File: config.mk
export PLATFORM = sky130hd
export DESIGN_NAME = dvp_capture_ctrl
export DESIGN_NICKNAME = d
export VERILOG_FILES = /design/src/rtl/dvp_capture_ctrl.sv
export SDC_FILE = /design/constraint.sdc
export NUM_CORES = 1
export LEC_CHECK = 0
export BUFFER_PORTS_ARGS = -buffer_cell sky130_fd_sc_hd__buf_2
export CAP_MARGIN = 0
export CORE_MARGIN = 4
export CORE_UTILIZATION = 30
export CTS_CLUSTER_DIAMETER = 100
export CTS_CLUSTER_SIZE = 14
export DETAILED_ROUTE_END_ITERATION = 10
export PLACE_DENSITY = 0.61
export SETUP_SLACK_MARGIN = 0.05
export SYNTH_ARGS = -nofsm -noshare
export SYNTH_HDL_FRONTEND = slang
export SYNTH_SLANG_ARGS = --single-unit
File: constraint.sdc
create_clock -name pclk -period 2.55 [get_ports pclk]
set_input_delay 0.1275 -clock pclk [delete_from_list [all_inputs] [get_ports pclk]]
set_output_delay 0.1275 -clock pclk [all_outputs]
set_load 0.005 [all_outputs]
File: src/rtl/dvp_capture_ctrl.sv
// ============================================================================
// Module   : dvp_capture_ctrl
// Brief    : Frame capture sequencer between the DVP receiver and frame writer.
//            Arms on start, skips frames, forwards single or continuous frames.
// Revision : 1.0  initial release
// ============================================================================
`default_nettype none

module dvp_capture_ctrl #(
    parameter int DATA_W = 24,
    parameter int WIDTH  = 640,
    parameter int HEIGHT = 480,
    parameter int SKIP_W = 4,
    parameter int FCNT_W = 16
) (
    input  logic              pclk,
    input  logic              rst_n,
    input  logic              start,
    input  logic              stop,
    input  logic              continuous,
    input  logic [SKIP_W-1:0] skip,
    input  logic              in_valid,
    input  logic              in_sop,
    input  logic              in_eop,
    input  logic [DATA_W-1:0] in_data,
    output logic              out_valid,
    input  logic              out_ready,
    output logic              out_sop,
    output logic              out_eop,
    output logic [DATA_W-1:0] out_data,
    output logic              busy,
    output logic              frame_done,
    output logic [FCNT_W-1:0] frame_cnt,
    output logic              err_len,
    output logic              err_ovf
);

    localparam int c_pixels = WIDTH * HEIGHT;
    localparam int c_pix_w  = $clog2(c_pixels + 1);
    localparam logic [c_pix_w-1:0] c_last_idx = c_pix_w'(c_pixels - 1);

    typedef enum logic [2:0] {
        S_IDLE    = 3'd0,
        S_ARM     = 3'd1,
        S_SKIP    = 3'd2,
        S_CAPTURE = 3'd3,
        S_DONE    = 3'd4
    } state_t;

    state_t              r_state;
    logic                r_cont;
    logic [SKIP_W-1:0]   r_skip;
    logic [SKIP_W-1:0]   r_skip_left;
    logic [c_pix_w-1:0]  r_pix_cnt;
    logic                r_stop_pending;
    logic                r_out_valid;
    logic                r_out_sop;
    logic                r_out_eop;
    logic [DATA_W-1:0]   r_out_data;
    logic                r_frame_done;
    logic [FCNT_W-1:0]   r_frame_cnt;
    logic                r_err_len;
    logic                r_err_ovf;

    logic w_load_ok;
    logic w_last;
    logic w_fwd;

    // The register may take a new beat when empty or when its beat leaves now.
    assign w_load_ok = !r_out_valid || out_ready;
    assign w_last    = (r_pix_cnt == c_last_idx);
    assign w_fwd     = in_valid &&
                       ((r_state == S_ARM && in_sop && r_skip_left == '0 && !stop) ||
                        (r_state == S_CAPTURE));

    always_ff @(posedge pclk or negedge rst_n) begin
        if (!rst_n) begin
            r_state        <= S_IDLE;
            r_cont         <= 1'b0;
            r_skip         <= '0;
            r_skip_left    <= '0;
            r_pix_cnt      <= '0;
            r_stop_pending <= 1'b0;
            r_out_valid    <= 1'b0;
            r_out_sop      <= 1'b0;
            r_out_eop      <= 1'b0;
            r_out_data     <= '0;
            r_frame_done   <= 1'b0;
            r_frame_cnt    <= '0;
            r_err_len      <= 1'b0;
            r_err_ovf      <= 1'b0;
        end else begin
            r_frame_done <= 1'b0;

            if (w_fwd) begin
                if (w_load_ok) begin
                    r_out_valid <= 1'b1;
                    r_out_data  <= in_data;
                    r_out_sop   <= (r_state == S_ARM);
                    r_out_eop   <= (r_state == S_CAPTURE) && w_last;
                end else begin
                    r_err_ovf <= 1'b1;
                end
            end else if (r_out_valid && out_ready) begin
                r_out_valid <= 1'b0;
            end

            case (r_state)
                S_IDLE: begin
                    if (start && !stop) begin
                        r_cont         <= continuous;
                        r_skip         <= skip;
                        r_skip_left    <= skip;
                        r_err_len      <= 1'b0;
                        r_err_ovf      <= 1'b0;
                        r_stop_pending <= 1'b0;
                        r_state        <= S_ARM;
                    end
                end
                S_ARM: begin
                    if (stop) begin
                        r_state <= S_IDLE;
                    end else if (in_valid && in_sop) begin
                        r_pix_cnt <= c_pix_w'(1);
                        if (r_skip_left != '0) begin
                            r_skip_left <= r_skip_left - SKIP_W'(1);
                            r_state     <= S_SKIP;
                        end else begin
                            r_state <= S_CAPTURE;
                        end
                    end
                end
                S_SKIP: begin
                    if (stop) begin
                        r_state <= S_IDLE;
                    end else if (in_valid) begin
                        r_pix_cnt <= r_pix_cnt + c_pix_w'(1);
                        if (w_last) begin
                            r_state <= S_ARM;
                        end
                    end
                end
                S_CAPTURE: begin
                    if (stop) begin
                        r_stop_pending <= 1'b1;
                    end
                    // Frame length is set by the beat count, never by in_eop.
                    if (in_valid) begin
                        r_pix_cnt <= r_pix_cnt + c_pix_w'(1);
                        if (w_last) begin
                            if (!in_eop) begin
                                r_err_len <= 1'b1;
                            end
                            r_frame_done <= 1'b1;
                            r_frame_cnt  <= r_frame_cnt + FCNT_W'(1);
                            r_state      <= S_DONE;
                        end
                    end
                end
                S_DONE: begin
                    if (r_cont && !r_stop_pending && !stop) begin
                        r_skip_left <= r_skip;
                        r_state     <= S_ARM;
                    end else begin
                        r_stop_pending <= 1'b0;
                        r_state        <= S_IDLE;
                    end
                end
                default: begin
                    r_state <= S_IDLE;
                end
            endcase
        end
    end

    assign out_valid  = r_out_valid;
    assign out_sop    = r_out_sop;
    assign out_eop    = r_out_eop;
    assign out_data   = r_out_data;
    assign busy       = (r_state != S_IDLE);
    assign frame_done = r_frame_done;
    assign frame_cnt  = r_frame_cnt;
    assign err_len    = r_err_len;
    assign err_ovf    = r_err_ovf;

endmodule

`default_nettype wire

==> flow_summary.rst, run 1 <==
.. list-table::
   :header-rows: 1

   * - Metric
     - Value
   * - Result of the run
     - completed
   * - Upper clock frequency limit
     - 454 MHz
   * - Series of cell instances along the critical path
     - ha_1, and3_1, and3_1, nand3_2, nor2_1, nand4_1, xnor2_1
   * - Clock tree from TritonCTS
     - done
   * - Number of placement rows
     - 40
   * - Classification of the worst setup path
     - reg2reg
   * - Data required time of the worst path
     - 2770 ps
   * - TritonCTS Buffers
     - 9
   * - Via count of the routed design
     - 2913
   * - Number of nets with antenna violations after routing
     - 0
   * - Post-route DRC
     - 0
   * - Top post-synthesis cells by area
     - dfrtp_1 (52%), mux2_4 (4.0%), mux2_2 (3.9%), xnor2_1 (3.5%), nor2_1 (3.4%)
   * - Average wire per cell in the routed design
     - 14.1 um
   * - Part of the power in combinational logic
     - 0.299
   * - Die extent in y
     - 120 um
   * - Total I/O pin count
     - 84
   * - Die outline area
     - between 10000 and 15000 um^2
   * - Final critical-path share of the clock period
     - 0.863
   * - Count of antenna diodes in the layout
     - 0
   * - Slew headroom
     - 0.341
   * - Wire length of the first global-routing pass
     - 14900 um
   * - Iteration count of the initial detailed-routing pass
     - 4
   * - Minimum clock period after layout
     - 2200 ps
   * - Fraction of final layout cells sized beyond drive strength 1
     - 0.303
   * - Number of global-route vias before repair
     - 3029
   * - Iteration-0 DRC count of the detailed router
     - between 100 and 150
   * - Routing layer with the top usage in global route
     - met2
   * - Cell Int Power
     - a little over 3000 uW
   * - Met3 routing resource usage after global routing
     - 0.0495
   * - Final non-filler cell area
     - 4710 um^2
   * - Most numerous cell in the Yosys netlist
     - dfrtp_1
   * - Slowest stage cell on the critical path
     - nor2_1
   * - Setup-violating endpoint count in the final report
     - 0
   * - Worst path max stage delay
     - 410 ps
   * - All-Layer GR Usage
     - 0.128
   * - Largest fanout of any net on the critical path
     - 7
   * - Transition time at the pin with the least slew margin
     - between 900 and 1000 ps
   * - Final net count
     - 477
   * - Mapped Area
     - 3750 um^2
   * - Share of the synthesized area in the top cell type
     - 0.521
   * - Placeable core region
     - roughly 12000 um^2
   * - Startpoint of the worst register-to-register path
     - r_pix_cnt[0]
   * - Portion of total power attributed to the clock network
     - 0.296
   * - Depth of the CTS H-tree
     - 3
   * - Maximum vdd drop
     - a little over 0.5 mV
   * - Post-place instance area
     - 4370 um^2
   * - Global Route met2 Usage
     - 0.191
   * - Leakage
     - 0.00226 uW
   * - Clock sink count
     - 78
   * - GRT Residual Overflow
     - 0
   * - Class of the worst hold path
     - in2reg
   * - Number of warning messages in the yosys log
     - 0
   * - Portion of total power attributed to sequential cells
     - 0.404
   * - Unrepaired setup endpoints after global routing
     - no
   * - Area leader, netlist
     - dfrtp_1
   * - Maximum clock insertion buffer count
     - 2
   * - Setup Total Neg Slack
     - 0 ps
   * - Area of combinational cells with multiple inputs
     - around 1700 um^2
   * - Kind of start point of the critical path
     - flop
   * - Kind of capture point of the worst setup path
     - flop
   * - Synth cell count leaders
     - dfrtp_1 (78), nor2_1 (34), nand2_1 (28)
   * - Wire length reported by the detailed router
     - 8620 um
   * - Initial Util
     - 0.310
   * - Syn Inst Count
     - 346
   * - Count of final hold-check violations
     - 0
   * - Post-Synthesis Mean Instance Area
     - between 10 and 15 um^2
   * - Port Buffers
     - between 80 and 90
   * - Filler instances
     - 1201
   * - Initial antenna violation count
     - 0
   * - Setup Buffers After CTS
     - 0
   * - Pin count of the biggest net entering global routing
     - 79
   * - Worst hold start
     - in_data[22]
   * - Source-to-sink clock delay at the later pin of the worst-skew pair
     - 340 ps
   * - Critical Path AT
     - 2420 ps
   * - RePlAce Congestion
     - approximately 0.83
   * - Placed wire-length estimate after detailed placement
     - between 6000 and 7000 um
   * - Sw Ratio
     - 0.300
   * - Max Transition Viols Final
     - 0
   * - Clock-pin slew reported for the worst setup and hold paths after clock tree synthesis
     - 60 ps
   * - Syn Nets
     - 386
   * - Yosys cell types
     - 52
   * - Main synth FF type
     - dfrtp_1
   * - Area delta synth->final
     - 25.7%
   * - Setup skew after layout
     - 5.31 ps
   * - Most used cell along the critical path
     - and3_1
   * - Reg area
     - ~2000 um^2
   * - Fraction of the yosys area taken by sequential cells
     - 0.521
   * - Areal power density over the cells
     - 923 nW/um^2
   * - #FFs+latches synth
     - 78
   * - Via count normalized by instance count
     - roughly 4.8
   * - Psw
     - 1310 uW
   * - Root Buffer
     - clkbuf_16
   * - Share of async-settable or async-resettable flops after synthesis
     - 1.00
   * - Number of max-cap violations
     - 0
   * - Met1 usage in global routing
     - 0.167
   * - Fin Hold WS
     - around 9.2 ps
   * - EDFF count, synth
     - 0
   * - Worst Setup SP
     - r_pix_cnt[0]
   * - DIE WIDTH
     - roughly 120 um
[kinds of logic after synthesis]
| kind of cell | synth area share |
|---|---|
| buf+inv | 0.0277 |
| simple gates | 0.190 |
| mux | 0.0971 |
| compound gates | 0.0985 |
| fa+ha+maj | 0.0100 |
| xor+xnor | 0.0561 |
| flops | 0.521 |
[final timing paths]
path                            slack [ps]  depth (start not counted)       endpoint
worst min register to register         470                          1  frame_cnt[15]
worst max register to register         350                          7   frame_cnt[5]
max in group asynchronous             1410                          2   r_pix_cnt[4]
worst min-delay path                     9                          2   out_data[22]
worst max-delay path                   350                          7   frame_cnt[5]
min in group asynchronous              470                          2    out_data[1]
[cell usage in the layout (no fill, tap or decap), drive strengths merged, types with 2 or more instances in the layout]
cell type / count
buf: 90
dfrtp: 78
nor2: 34
mux2: 29
nand2: 28
o21ai: 24
nand3: 17
xnor2: 15
clkbuf: 13
xor2: 9
nand4: 9
nor3: 9
inv: 8
and3: 8
a21oi: 8
nand2b: 7
and4: 5
o31ai: 5
a31oi: 4
dlygate4sd3: 4
a22o: 4
nor2b: 3
nor3b: 3
ha: 3
nor4: 3
nor4b: 2
a21boi: 2
[registers in the layout, indices dropped and copies added, names as in the netlist]
register / count
err_len: 1
r_skip: 4
r_skip_left: 4
r_stop_pending: 1
frame_cnt: 16
r_cont: 1
out_data: 24
r_state: 3
out_sop: 1
out_eop: 1
r_pix_cnt: 19
out_valid: 1
frame_done: 1
err_ovf: 1
[power by group through the flow]
stage | Combinational, uW | Sequential [uW] | Clock [uW]
after detailed placement | 1310 | 1770 | 0
final | 1300 | 1760 | 1290
after floorplan | 828 | 1770 | 0
after global routing | 1460 | 1810 | 1390
after CTS | 1320 | 1760 | 1320
after global placement | 1280 | 1770 | 0
[worst max-delay path: cells and delay by family (launching register included)]
kind	cells	cell delay, ps
xor gates and xnor gates	1	150
adders and majority gates	1	200
DFF	1	390
and+or+nand+nor	5	1340
[timing repair]
| item | CTS | global route |
|---|---|---|
| endpoints found under the hold margin | 6 | 0 |
| resized for setup | 0 | 0 |
| hold buffers | 4 | 0 |
[cell type report]
| cell class | count | area share |
|---|---|---|
| sequential | 78 | 0.414 |
| multi-input combinational | 246 | 0.359 |
| timing repair buffer | 94 | 0.111 |
| clock buffer | 13 | 0.0552 |
| tap | 168 | 0.0446 |
| clock inverter | 3 | 0.00903 |
| inverter | 8 | 0.00637 |
[through the flow]
stage,setup WS [ps],util,total power [uW],std cells
after CTS,331,0.389,4400,610
after floorplan,478,-,2600,346
after global placement,403,0.361,3050,590
final,349,0.389,4350,610
after global routing,143,0.389,4660,610
after detailed placement,351,0.361,3090,590
[layer usage]
layer | vias up | wire length, um
met5 | - | 0
met2 | 81 | 3780
met4 | 0 | 194
li1 | 1413 | -
met3 | 16 | 576
met1 | 1403 | 4070
(Power assumes the default switching activity.)
==> run 2, diff against run 1 <==
==> constraint.sdc (replaced) <==
create_clock -name pclk -period 2.55 [get_ports pclk]
set_input_delay 0.765 -clock pclk [delete_from_list [all_inputs] [get_ports pclk]]
set_output_delay 0.765 -clock pclk [all_outputs]
set_load 0.005 [all_outputs]
==> flow_summary.rst, run 2 (synthesized netlist as in run 1, its figures left out) <==
.. list-table::
   :header-rows: 1

   * - Metric
     - Value
   * - Iteration-0 DRC count of the detailed router
     - 240 (+61%)
   * - Post-route DRC
     - 0 (unchanged)
   * - Final critical-path share of the clock period
     - 0.878 (+0.0150)
   * - TritonCTS Buffers
     - 9 (unchanged)
   * - Hold buffer count at CTS
     - 0 (-4)
   * - Sw Ratio
     - 0.304 (+0.00385)
   * - Setup skew after layout
     - 11.2 ps (+5.86 ps)
   * - Pin count of the biggest net entering global routing
     - 39 (-51%)
   * - Maximum clock insertion buffer count
     - 2 (unchanged)
   * - Transition time at the pin with the least slew margin
     - 515 ps (-473 ps)
   * - Minimum clock period after layout
     - 2240 ps (+38.2 ps)
   * - Class of the worst hold path
     - in2async
   * - Fraction of final layout cells sized beyond drive strength 1
     - 0.323 (+0.0197)
   * - GRT Residual Overflow
     - 0 (unchanged)
   * - All-Layer GR Usage
     - 0.125 (-0.00276)
   * - Via count normalized by instance count
     - 4.80 (+0.58%)
   * - Slew headroom
     - 0.657 (+0.315)
   * - Max Transition Viols Final
     - 0 (unchanged)
   * - Psw
     - 1320 uW (+1.3%)
   * - Die outline area
     - 14300 um^2 (unchanged)
   * - Commonest cells after routing, fill and taps aside
     - buf_2 (82), dfrtp_1 (78), nor2_1 (34)
   * - Average wire per cell in the routed design
     - 14.2 um (+0.80%)
   * - Fin Hold WS
     - 398 ps (+388 ps)
   * - RePlAce Congestion
     - 0.782 (-6.2%)
   * - Count of final hold-check violations
     - 0 (unchanged)
   * - Depth of the CTS H-tree
     - 3 (unchanged)
   * - DIE WIDTH
     - 120 um (unchanged)
   * - Cell Int Power
     - 3030 uW (-0.48%)
   * - Final non-filler cell area
     - 4740 um^2 (+0.64%)
   * - Number of max-cap violations
     - 0 (unchanged)
   * - Number of global-route vias before repair
     - 2920 (-3.6%)
   * - Portion of total power attributed to sequential cells
     - 0.402 (-0.002)
   * - Number of placed cells counting well taps
     - 598 (+1.4%)
   * - Post-place instance area
     - 4440 um^2 (+1.7%)
   * - Maximum vdd drop
     - 0.408 mV (-19%)
   * - Classification of the worst setup path
     - reg2out
   * - Kind of start point of the critical path
     - flop
   * - Count of antenna diodes in the layout
     - 0 (unchanged)
   * - Clock sink count
     - 78 (unchanged)
   * - Leakage
     - 0.00229 uW (+1.4%)
   * - Flip-flop count of the largest register after layout
     - 24 (unchanged)
   * - Critical Path AT
     - 1470 ps (-950 ps)
   * - Leading cell type in the layout, fill and taps excluded
     - buf_2
   * - Setup Total Neg Slack
     - 0 ps (unchanged)
   * - Total I/O pin count
     - 84 (unchanged)
   * - Number of non-filler instances in the completed layout
     - 614 (+0.66%)
   * - Port Buffers
     - 83 (unchanged)
   * - Placeable core region
     - 12100 um^2 (unchanged)
   * - Area of combinational cells with multiple inputs
     - 1690 um^2 (unchanged)
   * - Area delta synth->final
     - 26.5%
   * - Root Buffer
     - clkbuf_16
   * - Number of nets with antenna violations after routing
     - 0 (unchanged)
   * - Kind of capture point of the worst setup path
     - output pin
   * - Iteration count of the initial detailed-routing pass
     - 4 (unchanged)
   * - Initial Util
     - 0.310 (unchanged)
   * - Initial antenna violation count
     - 1 (+1)
   * - Setup Buffers After CTS
     - 0 (unchanged)
   * - Portion of total power attributed to the clock network
     - 0.294 (-0.002)
   * - Upper clock frequency limit
     - 447 MHz (-1.7%)
   * - Clock-pin slew reported for the worst setup and hold paths after clock tree synthesis
     - 60 ps (about the same)
   * - Post-cts repair resize count
     - 0 (unchanged)
   * - Result of the run
     - completed
   * - Largest fanout of any net on the critical path
     - 13 (+6)
   * - Die extent in y
     - 120 um (unchanged)
   * - Areal power density over the cells
     - 918 nW/um^2 (-0.57%)
   * - Number of placement rows
     - 40 (unchanged)
   * - Filler instances
     - 1226 (+2.1%)
   * - Data required time of the worst path
     - 1790 ps (-980 ps)
   * - Wire length of the first global-routing pass
     - 14300 um (-3.6%)
   * - Part of the power in combinational logic
     - 0.304 (+0.005)
   * - Placed wire-length estimate after detailed placement
     - 6580 um (+6.4%)
   * - Setup-violating endpoint count in the final report
     - 0 (unchanged)
   * - Reg area
     - 1950 um^2 (unchanged)
   * - Source-to-sink clock delay at the later pin of the worst-skew pair
     - 340 ps (about the same)
   * - Wire length reported by the detailed router
     - 8750 um (+1.5%)
   * - Via count of the routed design
     - 2949 (+1.2%)
   * - Clock tree from TritonCTS
     - done
   * - Final net count
     - 481 (+0.84%)
   * - Unrepaired setup endpoints after global routing
     - no
## run 2: changes by cell type in the layout (fill, tap and decap cells not counted), sizes merged
cell	delta
clkinv	+3
dlygate4sd3	-4
buf	+8
clkbuf	-3
## run 2: final cells by class
class | count | share of cell area
multi-input cells | 246 | 0.357
clock buffers | 10 | 0.0504
well taps | 168 | 0.0443
repair buffers | 98 | 0.117
clock inverters | 6 | 0.0129
inverters | 8 | 0.00633
flip-flops and latches | 78 | 0.412
## run 2: path summary, 6_finish.rpt
| path | from | endpoint | slack, ps | cells after the start |
|---|---|---|---|---|
| max in group asynchronous | rst_n | out_data[22] | 1590 | 2 |
| max | r_state[2] | busy | 310 | 4 |
| min in group pclk | frame_cnt[15] | frame_cnt[15] | 470 | 1 |
| min reg2reg | frame_cnt[15] | frame_cnt[15] | 470 | 1 |
| min | rst_n | out_data[1] | 400 | 1 |
| max reg2reg | r_state[2] | out_data[19] | 340 | 6 |
## run 2: worst max-delay path, stage by stage (launching register included)
cell and delay, ps:
dfrtp_1 370, buf_4 180, nor3_1 340, inv_1 90
buf_2 150
## run 2: layer usage
layer	up-vias	wire [um]	share of wire	GRT usage
li1	1421	-	-	-
met1	1425	3950	0.45	0.159
met2	94	4060	0.46	0.193
met3	7	640	0.073	0.0556
met4	2	89	0.010	0.0365
met5	-	7	0.00080	0
## run 2: power by group through the flow
stage	Combinational, uW	Clock, uW	Sequential, uW
final	1320	1280	1750
after global routing	1470	1370	1800
after CTS	1350	1320	1760
after detailed placement	1340	0	1770
after global placement	1310	0	1760
after floorplan	828	0	1770
## run 2: through the flow
stage | worst slack [ps] | total power (uW) | utilization
after floorplan | 435 | 2600 | -
after CTS | 281 | 4430 | 0.391
after detailed placement | 258 | 3120 | 0.367
after global placement | 303 | 3070 | 0.367
final | 311 | 4350 | 0.391
after global routing | 200 | 4640 | 0.391
